--- src/rtl/seg_pkg.sv ---
// ---------------------------------------------------------------------------
// seg_pkg
//  Shared definitions for the seven-segment display blocks.
//  - Scan FSM state encoding (OFF / BLANK / DRIVE).
//  - Hex glyph constants SEG_0..SEG_F, bit order {dp,g,f,e,d,c,b,a}, dp clear.
//  - hex_glyph(): 4-bit value -> glyph constant.
// ---------------------------------------------------------------------------
package seg_pkg;

   localparam logic [1:0] ST_OFF   = 2'd0;
   localparam logic [1:0] ST_BLANK = 2'd1;
   localparam logic [1:0] ST_DRIVE = 2'd2;

   localparam logic [7:0] SEG_OFF = 8'h00;
   localparam logic [7:0] SEG_0   = 8'h3F;
   localparam logic [7:0] SEG_1   = 8'h06;
   localparam logic [7:0] SEG_2   = 8'h5B;
   localparam logic [7:0] SEG_3   = 8'h4F;
   localparam logic [7:0] SEG_4   = 8'h66;
   localparam logic [7:0] SEG_5   = 8'h6D;
   localparam logic [7:0] SEG_6   = 8'h7D;
   localparam logic [7:0] SEG_7   = 8'h07;
   localparam logic [7:0] SEG_8   = 8'h7F;
   localparam logic [7:0] SEG_9   = 8'h6F;
   localparam logic [7:0] SEG_A   = 8'h77;
   localparam logic [7:0] SEG_B   = 8'h7C;
   localparam logic [7:0] SEG_C   = 8'h39;
   localparam logic [7:0] SEG_D   = 8'h5E;
   localparam logic [7:0] SEG_E   = 8'h79;
   localparam logic [7:0] SEG_F   = 8'h71;

   function automatic logic [7:0] hex_glyph(input logic [3:0] v);
      logic [7:0] g;
      case (v)
         4'h0: g = SEG_0;
         4'h1: g = SEG_1;
         4'h2: g = SEG_2;
         4'h3: g = SEG_3;
         4'h4: g = SEG_4;
         4'h5: g = SEG_5;
         4'h6: g = SEG_6;
         4'h7: g = SEG_7;
         4'h8: g = SEG_8;
         4'h9: g = SEG_9;
         4'hA: g = SEG_A;
         4'hB: g = SEG_B;
         4'hC: g = SEG_C;
         4'hD: g = SEG_D;
         4'hE: g = SEG_E;
         default: g = SEG_F;
      endcase
      return g;
   endfunction

endpackage

--- src/rtl/seg_hex_decode.sv ---
// ---------------------------------------------------------------------------
// seg_hex_decode
//  Combinational hex-to-seven-segment decoder with decimal point and blanking.
//  Ports:
//   hex_i    in  4   value to show (0-F)
//   dp_i     in  1   decimal point
//   blank_i  in  1   1 = all segments off, dp included
//   seg_o    out 8   {dp,g,f,e,d,c,b,a}, active-high
// ---------------------------------------------------------------------------
module seg_hex_decode
   import seg_pkg::*;
(
   input  logic [3:0] hex_i,
   input  logic       dp_i,
   input  logic       blank_i,
   output logic [7:0] seg_o
);

   logic [7:0] glyph;

   always_comb begin
      glyph = hex_glyph(hex_i);
      // glyph constants keep bit 7 clear, so OR-ing dp in is safe
      if (blank_i) seg_o = SEG_OFF;
      else         seg_o = glyph | {dp_i, 7'b0};
   end

endmodule

--- src/rtl/seg_scan_ctrl.sv ---
// ---------------------------------------------------------------------------
// seg_scan_ctrl
//  Time-multiplexed scan controller: one 8-bit segment bus shared by
//  NUM_DIGITS digits, one digit driven at a time with an all-off gap before
//  each digit. New digit data is double-buffered (pending -> shadow) and only
//  reaches the display at a frame boundary (entry into the digit-0 slot).
//  Ports:
//   clk          in   1             clock, rising edge
//   rst          in   1             synchronous reset, active low
//   enable       in   1             1 = scan, 0 = dark
//   load         in   1             strobe: capture digits_in/dp_in/blank_in
//   digits_in    in   4*NUM_DIGITS  hex per digit, digit 0 in [3:0]
//   dp_in        in   NUM_DIGITS    decimal point per digit
//   blank_in     in   NUM_DIGITS    1 = digit dark
//   seg          out  8             {dp,g,f,e,d,c,b,a}
//   an           out  NUM_DIGITS    one-hot digit select, 0 in gap/off
//   load_ack     out  1             pulse: captured data now on display
//   frame_start  out  1             pulse: first cycle of a frame
// ---------------------------------------------------------------------------
module seg_scan_ctrl
   import seg_pkg::*;
#(
   parameter int NUM_DIGITS = 4,
   parameter int DWELL_CYC  = 1000,
   parameter int BLANK_CYC  = 16
) (
   input  logic                      clk,
   input  logic                      rst,
   input  logic                      enable,
   input  logic                      load,
   input  logic [4*NUM_DIGITS-1:0]   digits_in,
   input  logic [NUM_DIGITS-1:0]     dp_in,
   input  logic [NUM_DIGITS-1:0]     blank_in,
   output logic [7:0]                seg,
   output logic [NUM_DIGITS-1:0]     an,
   output logic                      load_ack,
   output logic                      frame_start
);

   localparam int TMAX = (DWELL_CYC > BLANK_CYC) ? DWELL_CYC : BLANK_CYC;
   localparam int TW   = $clog2(TMAX + 1);
   localparam int IW   = $clog2(NUM_DIGITS);

   // timers hold "cycles remaining - 1", so a slot ends when timer reads 0
   localparam logic [TW-1:0] DWELL_LD = TW'(DWELL_CYC - 1);
   localparam logic [TW-1:0] BLANK_LD = TW'((BLANK_CYC > 0) ? BLANK_CYC - 1 : 0);
   localparam logic [IW-1:0] LAST_IDX = IW'(NUM_DIGITS - 1);

   logic [1:0]              state_q, state_d;
   logic [IW-1:0]           idx_q, idx_d;
   logic [TW-1:0]           timer_q, timer_d;
   logic                    boundary, start_slot;

   logic [4*NUM_DIGITS-1:0] pend_dig_q, pend_dig_d, sh_dig_q, sh_dig_d;
   logic [NUM_DIGITS-1:0]   pend_dp_q, pend_dp_d, sh_dp_q, sh_dp_d;
   logic [NUM_DIGITS-1:0]   pend_blk_q, pend_blk_d, sh_blk_q, sh_blk_d;
   logic                    pend_vld_q, pend_vld_d;

   logic [7:0]              seg_q, seg_d;
   logic [NUM_DIGITS-1:0]   an_q, an_d;
   logic                    ack_q, ack_d, fs_q, fs_d;

   logic [3:0]              dec_hex;
   logic                    dec_dp, dec_blk;
   logic [7:0]              dec_seg;

   // ---- scan FSM / timer / digit index ----
   always_comb begin
      state_d    = state_q;
      idx_d      = idx_q;
      timer_d    = timer_q;
      boundary   = 1'b0;
      start_slot = 1'b0;
      if (!enable) begin
         state_d = ST_OFF;
         idx_d   = '0;
         timer_d = '0;
      end else begin
         case (state_q)
            ST_BLANK: begin
               if (timer_q == '0) begin
                  state_d = ST_DRIVE;
                  timer_d = DWELL_LD;
               end else begin
                  timer_d = timer_q - 1'b1;
               end
            end
            ST_DRIVE: begin
               if (timer_q == '0) begin
                  boundary   = (idx_q == LAST_IDX);
                  idx_d      = (idx_q == LAST_IDX) ? '0 : idx_q + 1'b1;
                  start_slot = 1'b1;
               end else begin
                  timer_d = timer_q - 1'b1;
               end
            end
            default: begin
               // OFF (or an unreachable code): start a fresh frame
               boundary   = 1'b1;
               idx_d      = '0;
               start_slot = 1'b1;
            end
         endcase
         if (start_slot) begin
            // with no gap configured a slot opens straight into DRIVE
            state_d = (BLANK_CYC == 0) ? ST_DRIVE : ST_BLANK;
            timer_d = (BLANK_CYC == 0) ? DWELL_LD : BLANK_LD;
         end
      end
   end

   // ---- pending / shadow double buffer ----
   always_comb begin
      pend_dig_d = pend_dig_q;
      pend_dp_d  = pend_dp_q;
      pend_blk_d = pend_blk_q;
      pend_vld_d = pend_vld_q;
      sh_dig_d   = sh_dig_q;
      sh_dp_d    = sh_dp_q;
      sh_blk_d   = sh_blk_q;
      if (boundary) begin
         // a load on the boundary cycle bypasses pending entirely
         if (load) begin
            sh_dig_d = digits_in;
            sh_dp_d  = dp_in;
            sh_blk_d = blank_in;
         end else if (pend_vld_q) begin
            sh_dig_d = pend_dig_q;
            sh_dp_d  = pend_dp_q;
            sh_blk_d = pend_blk_q;
         end
         pend_vld_d = 1'b0;
      end else if (load) begin
         pend_dig_d = digits_in;
         pend_dp_d  = dp_in;
         pend_blk_d = blank_in;
         pend_vld_d = 1'b1;
      end
   end

   // outputs are registered from next-state values so they line up with
   // the slot being entered, including the boundary shadow update
   assign dec_hex = sh_dig_d[4*idx_d +: 4];
   assign dec_dp  = sh_dp_d[idx_d];
   assign dec_blk = sh_blk_d[idx_d];

   seg_hex_decode u_dec (
      .hex_i   (dec_hex),
      .dp_i    (dec_dp),
      .blank_i (dec_blk),
      .seg_o   (dec_seg)
   );

   always_comb begin
      if (state_d == ST_DRIVE) begin
         an_d  = NUM_DIGITS'(1) << idx_d;
         seg_d = dec_seg;
      end else begin
         an_d  = '0;
         seg_d = SEG_OFF;
      end
      fs_d  = boundary;
      ack_d = boundary & (load | pend_vld_q);
   end

   always_ff @(posedge clk) begin
      if (!rst) begin
         state_q    <= ST_OFF;
         idx_q      <= '0;
         timer_q    <= '0;
         pend_dig_q <= '0;
         pend_dp_q  <= '0;
         pend_blk_q <= '0;
         pend_vld_q <= 1'b0;
         sh_dig_q   <= '0;
         sh_dp_q    <= '0;
         sh_blk_q   <= '0;
         seg_q      <= SEG_OFF;
         an_q       <= '0;
         ack_q      <= 1'b0;
         fs_q       <= 1'b0;
      end else begin
         state_q    <= state_d;
         idx_q      <= idx_d;
         timer_q    <= timer_d;
         pend_dig_q <= pend_dig_d;
         pend_dp_q  <= pend_dp_d;
         pend_blk_q <= pend_blk_d;
         pend_vld_q <= pend_vld_d;
         sh_dig_q   <= sh_dig_d;
         sh_dp_q    <= sh_dp_d;
         sh_blk_q   <= sh_blk_d;
         seg_q      <= seg_d;
         an_q       <= an_d;
         ack_q      <= ack_d;
         fs_q       <= fs_d;
      end
   end

   assign seg         = seg_q;
   assign an          = an_q;
   assign load_ack    = ack_q;
   assign frame_start = fs_q;

endmodule
--- config.mk ---
export PLATFORM = sky130hd
export DESIGN_NAME = seg_scan_ctrl
export DESIGN_NICKNAME = d
export VERILOG_FILES = /design/src/rtl/seg_pkg.sv /design/src/rtl/seg_hex_decode.sv /design/src/rtl/seg_scan_ctrl.sv
export SDC_FILE = /design/constraint.sdc
export NUM_CORES = 1
export LEC_CHECK = 0
export CORE_ASPECT_RATIO = 1.4
export CORE_UTILIZATION = 50
export DETAILED_ROUTE_END_ITERATION = 6
export PLACE_DENSITY = 0.73
export SYNTH_ARGS = -nofsm -noshare
export SYNTH_HDL_FRONTEND = slang
export SYNTH_SLANG_ARGS = --single-unit
--- constraint.sdc ---
create_clock -name clk -period 4.3 [get_ports clk]
set_clock_uncertainty 0.2 [all_clocks]
set_input_delay 1.075 -clock clk [delete_from_list [all_inputs] [get_ports clk]]
set_output_delay 1.075 -clock clk [all_outputs]
set_load 0.005 [all_outputs]
==> summary.txt <==
Mapped Cells = 455
maximum clock insertion buffer count = 2
gr usage total = 0.268
Num CTS Buffers = 9
WHS = 0.250 ns
top_reg_cell synth = dfxtp_1
fin nets = 527
Setup Buffers After CTS = 0
GPL Wtd Cong = 1.10
Final ANT Viol Nets = 0
Synth Area in Compound Gates = 0.236
critical-path maximum fanout = 7
Vias = 3533
main combinational cell family by area after synthesis = simple AND/OR/NAND/NOR gates
asr flop ratio synth = 0
internal power = 0.00122 W
reg-to-reg critical path startpoint = timer_q[0]$_SDFFE_PN0P_
antenna violations before repair = 0
H-Tree Depth = 3
Setup Viol. Count Final = 0
Final Max Tran Viols = 0
total congestion overflow = 0
share of the clock period used by the worst path = 0.877
die height = 105 microns
syn nets = 494
PwrDens = 375 nW/um^2
Vias per Instance = 6.00
P_sw = 0.000463 W
filler cell count = 670
Setup crit end kind = register
setup slack, reg-to-reg = 0.53 ns
crit path to = seg[1]$_SDFF_PP0_
Worst Tran Pin Value = 1.08 ns
commonest non-fill, non-tap cell in the layout = dfxtp_1
Final HPWL DP = 6.82 mm
min setup slack post-route = 0.527 ns
Post-Synthesis Mean Instance Area = 8.34 sq um
Die X = 75.6 microns
Syn-to-layout area delta = 18.1%
layout cell share with drive strength beyond 1 = 0.0955
crit path kind = register to register
post-synthesis adder-cell area fraction = 0.0363
first-iteration detailed-routing DRC count = 269
Final Critical Period = 3.77 ns
EDFF count, synth = 0
first-pass GRT wire length = 16.0 mm
commonest non-fill, non-tap cells in the layout = 77 x dfxtp_1, 55 x a21oi_1, 43 x nand2_1, 41 x clkdlybuf4s50_1, 37 x nor2_1
Comb power frac = 0.182
num ports = 42
Root Buffer = clkbuf_8
Place WS = 0.333 ns
status = completed
CTS Hold Bufs = 0
Data required, critical path = 4.37 ns
Final Hold Viols = 0
Critical Path Source = timer_q[0]$_SDFFE_PN0P_
RSZ-0062 raised after global routing = no
Post-Synth Simple-Gate Area = 0.245
Antenna Cells = 0
Synth top area share = 0.406
Hold Crit Class = register to register
worst skew pair latency = 0.36 ns
Resized Gates After CTS = 0
Seq pwr share = 0.459
first drt pass iteration count = 4
CTS tree = done
VDD IR max = 0.246 mV
post-synthesis sequential area ratio = 0.406
R2R cell count = 13
mux contribution to synthesized area = 0.0135
initial core utilization = 0.516
area leader, netlist = dfxtp_1
# Max-Cap Violations = 0
synth warn = 0
Max Fclk = 265 MHz
final wirelength = 9.83 mm
CTS Sinks = 77
#FFs+latches synth = 77
final setup TNS = 0 ns
Unique masters post-synth = 61
sw frac = 0.275
WL/cell = 16.7 microns
reg2reg end = seg[1]$_SDFF_PP0_
Die Area = 7950 sq um
ranking of synthesized cells by area = dfxtp_1 41%, a21oi_1 7.3%, o22ai_1 4.9%, nand2_1 4.3%, nand3_1 4.1%
Clock Power Share = 0.359
xor and xnor area share after synthesis = 0.0162
number of global-route vias before repair = 3345
CTS clk-pin slew, worst paths = 0.08 ns
Slew headroom = 0.280
Mapped Area = 3800 sq um
Buffers on Ports = 41
Pleak = 1.70 nW
Core ar. = 7360 sq um
crit path launch type = register
largest net degree at the start of global routing = 34
Worst path max stage delay = 0.69 ns
num rows = 37
cells along the critical path = inv_1 > ha_1 > nor3b_2 > a31oi_1 > o31ai_2 > and2_4 > a22oi_1 > nand2_1 > inv_1 > ha_1 > inv_1 > o21ai_0 > a221oi_2
Residual DRC = 0
CP max-delay cell = o31ai_2
Most common cell on crit path = inv_1
Arrival @ worst endpoint = 3.84 ns
[per-layer routing]
metal | GRT usage | vias up | share of wire
met5 | 0 | - | 0
met4 | 0.130 | 0 | 0.025
met3 | 0.0569 | 25 | 0.045
met2 | 0.442 | 110 | 0.51
met1 | 0.321 | 1690 | 0.42
li1 | - | 1708 | -
[synthesized netlist by cell type (all sizes together), types with 2 or more instances]
master	n
dfxtp	77
a21oi	56
nand2	43
nor2	39
nand3	32
o22ai	30
and2	21
buf	15
clkbuf	14
o21ai	13
o22a	13
ha	11
inv	10
nand2b	7
and3	6
nand3b	6
xor2	6
o211ai	5
a211oi	4
mux2i	4
nand4	4
nor3	4
a22o	3
a31oi	3
nor4	3
a221oi	2
a22oi	2
and4	2
nor2b	2
nor3b	2
or2	2
[cells by family after synthesis]
kind of cell / after synthesis
AND/OR/NAND/NOR: 176
AO/OA/AOI/OAI: 139
flip-flops: 77
buffers and inverters: 40
adder cells (fa/ha/maj): 11
XOR/XNOR: 7
multiplexers: 5
[registers in the layout, summed over array words and instances, names as in the netlist]
register and flops:
pend_dp_q 4, timer_q 10, state_q 2, idx_q 2, load_ack 1, sh_dp_q 4
an 4, sh_blk_q 4, pend_blk_q 4, sh_dig_q 16, seg 8, pend_vld_q 1
frame_start 1, pend_dig_q 16
[metrics by stage]
stage	total power, W	area, sq um	util	instances
after floorplan	0.000997	3800	-	455
after global placement	0.00108	4270	0.580	574
after detailed placement	0.00109	4270	0.580	574
after CTS	0.00168	4480	0.609	589
after global routing	0.00175	4480	0.609	589
final	0.00168	4480	0.609	589
[power by group through the flow]
| stage | clock network [W] | registers, W | logic, W |
|---|---|---|---|
| finish | 0.000604 | 0.000772 | 0.000306 |
| global placement | 0 | 0.000786 | 0.000293 |
| global route | 0.000638 | 0.000775 | 0.000339 |
| floorplan | 0 | 0.000782 | 0.000215 |
| detailed placement | 0 | 0.000788 | 0.000301 |
| CTS | 0.000609 | 0.000771 | 0.000302 |
[worst max-delay path: cells and delay by family, from the launching register on]
kind	cells	cell delay, ns
simple gates	3	0.95
buf+inv	3	0.29
flops	1	0.34
compound gates	5	1.33
fa+ha+maj	2	0.57
[how the worst min path moves through the flow]
| stage | from | end | slack, ns | cells past startpoint |
|---|---|---|---|---|
| after detailed placement | pend_dig_q[0]$_SDFFE_PN0P_ | pend_dig_q[0]$_SDFFE_PN0P_ | 0.24 | 2 |
| final | pend_dig_q[4]$_SDFFE_PN0P_ | pend_dig_q[4]$_SDFFE_PN0P_ | 0.25 | 2 |
| after CTS | pend_dig_q[0]$_SDFFE_PN0P_ | pend_dig_q[0]$_SDFFE_PN0P_ | 0.25 | 2 |
| after global routing | pend_dig_q[0]$_SDFFE_PN0P_ | pend_dig_q[0]$_SDFFE_PN0P_ | 0.28 | 2 |
| after global placement | pend_dig_q[4]$_SDFFE_PN0P_ | pend_dig_q[4]$_SDFFE_PN0P_ | 0.24 | 2 |
| after floorplan | pend_dig_q[15]$_SDFFE_PN0P_ | pend_dig_q[15]$_SDFFE_PN0P_ | 0.23 | 2 |
[area by class of cell]
| cell class | instances | area [sq um] | share of cell area |
|---|---|---|---|
| Multi-Input combinational cell | 338 | 2080 | 0.464 |
| Sequential cell | 77 | 1540 | 0.344 |
| Inverter | 11 | 41.3 | 0.00921 |
| Tap cell | 97 | 121 | 0.0271 |
| Timing Repair Buffer | 51 | 485 | 0.108 |
| Clock inverter | 4 | 72.6 | 0.0162 |
| Clock buffer | 11 | 141 | 0.0315 |
Power figures use the tool's default switching activity.
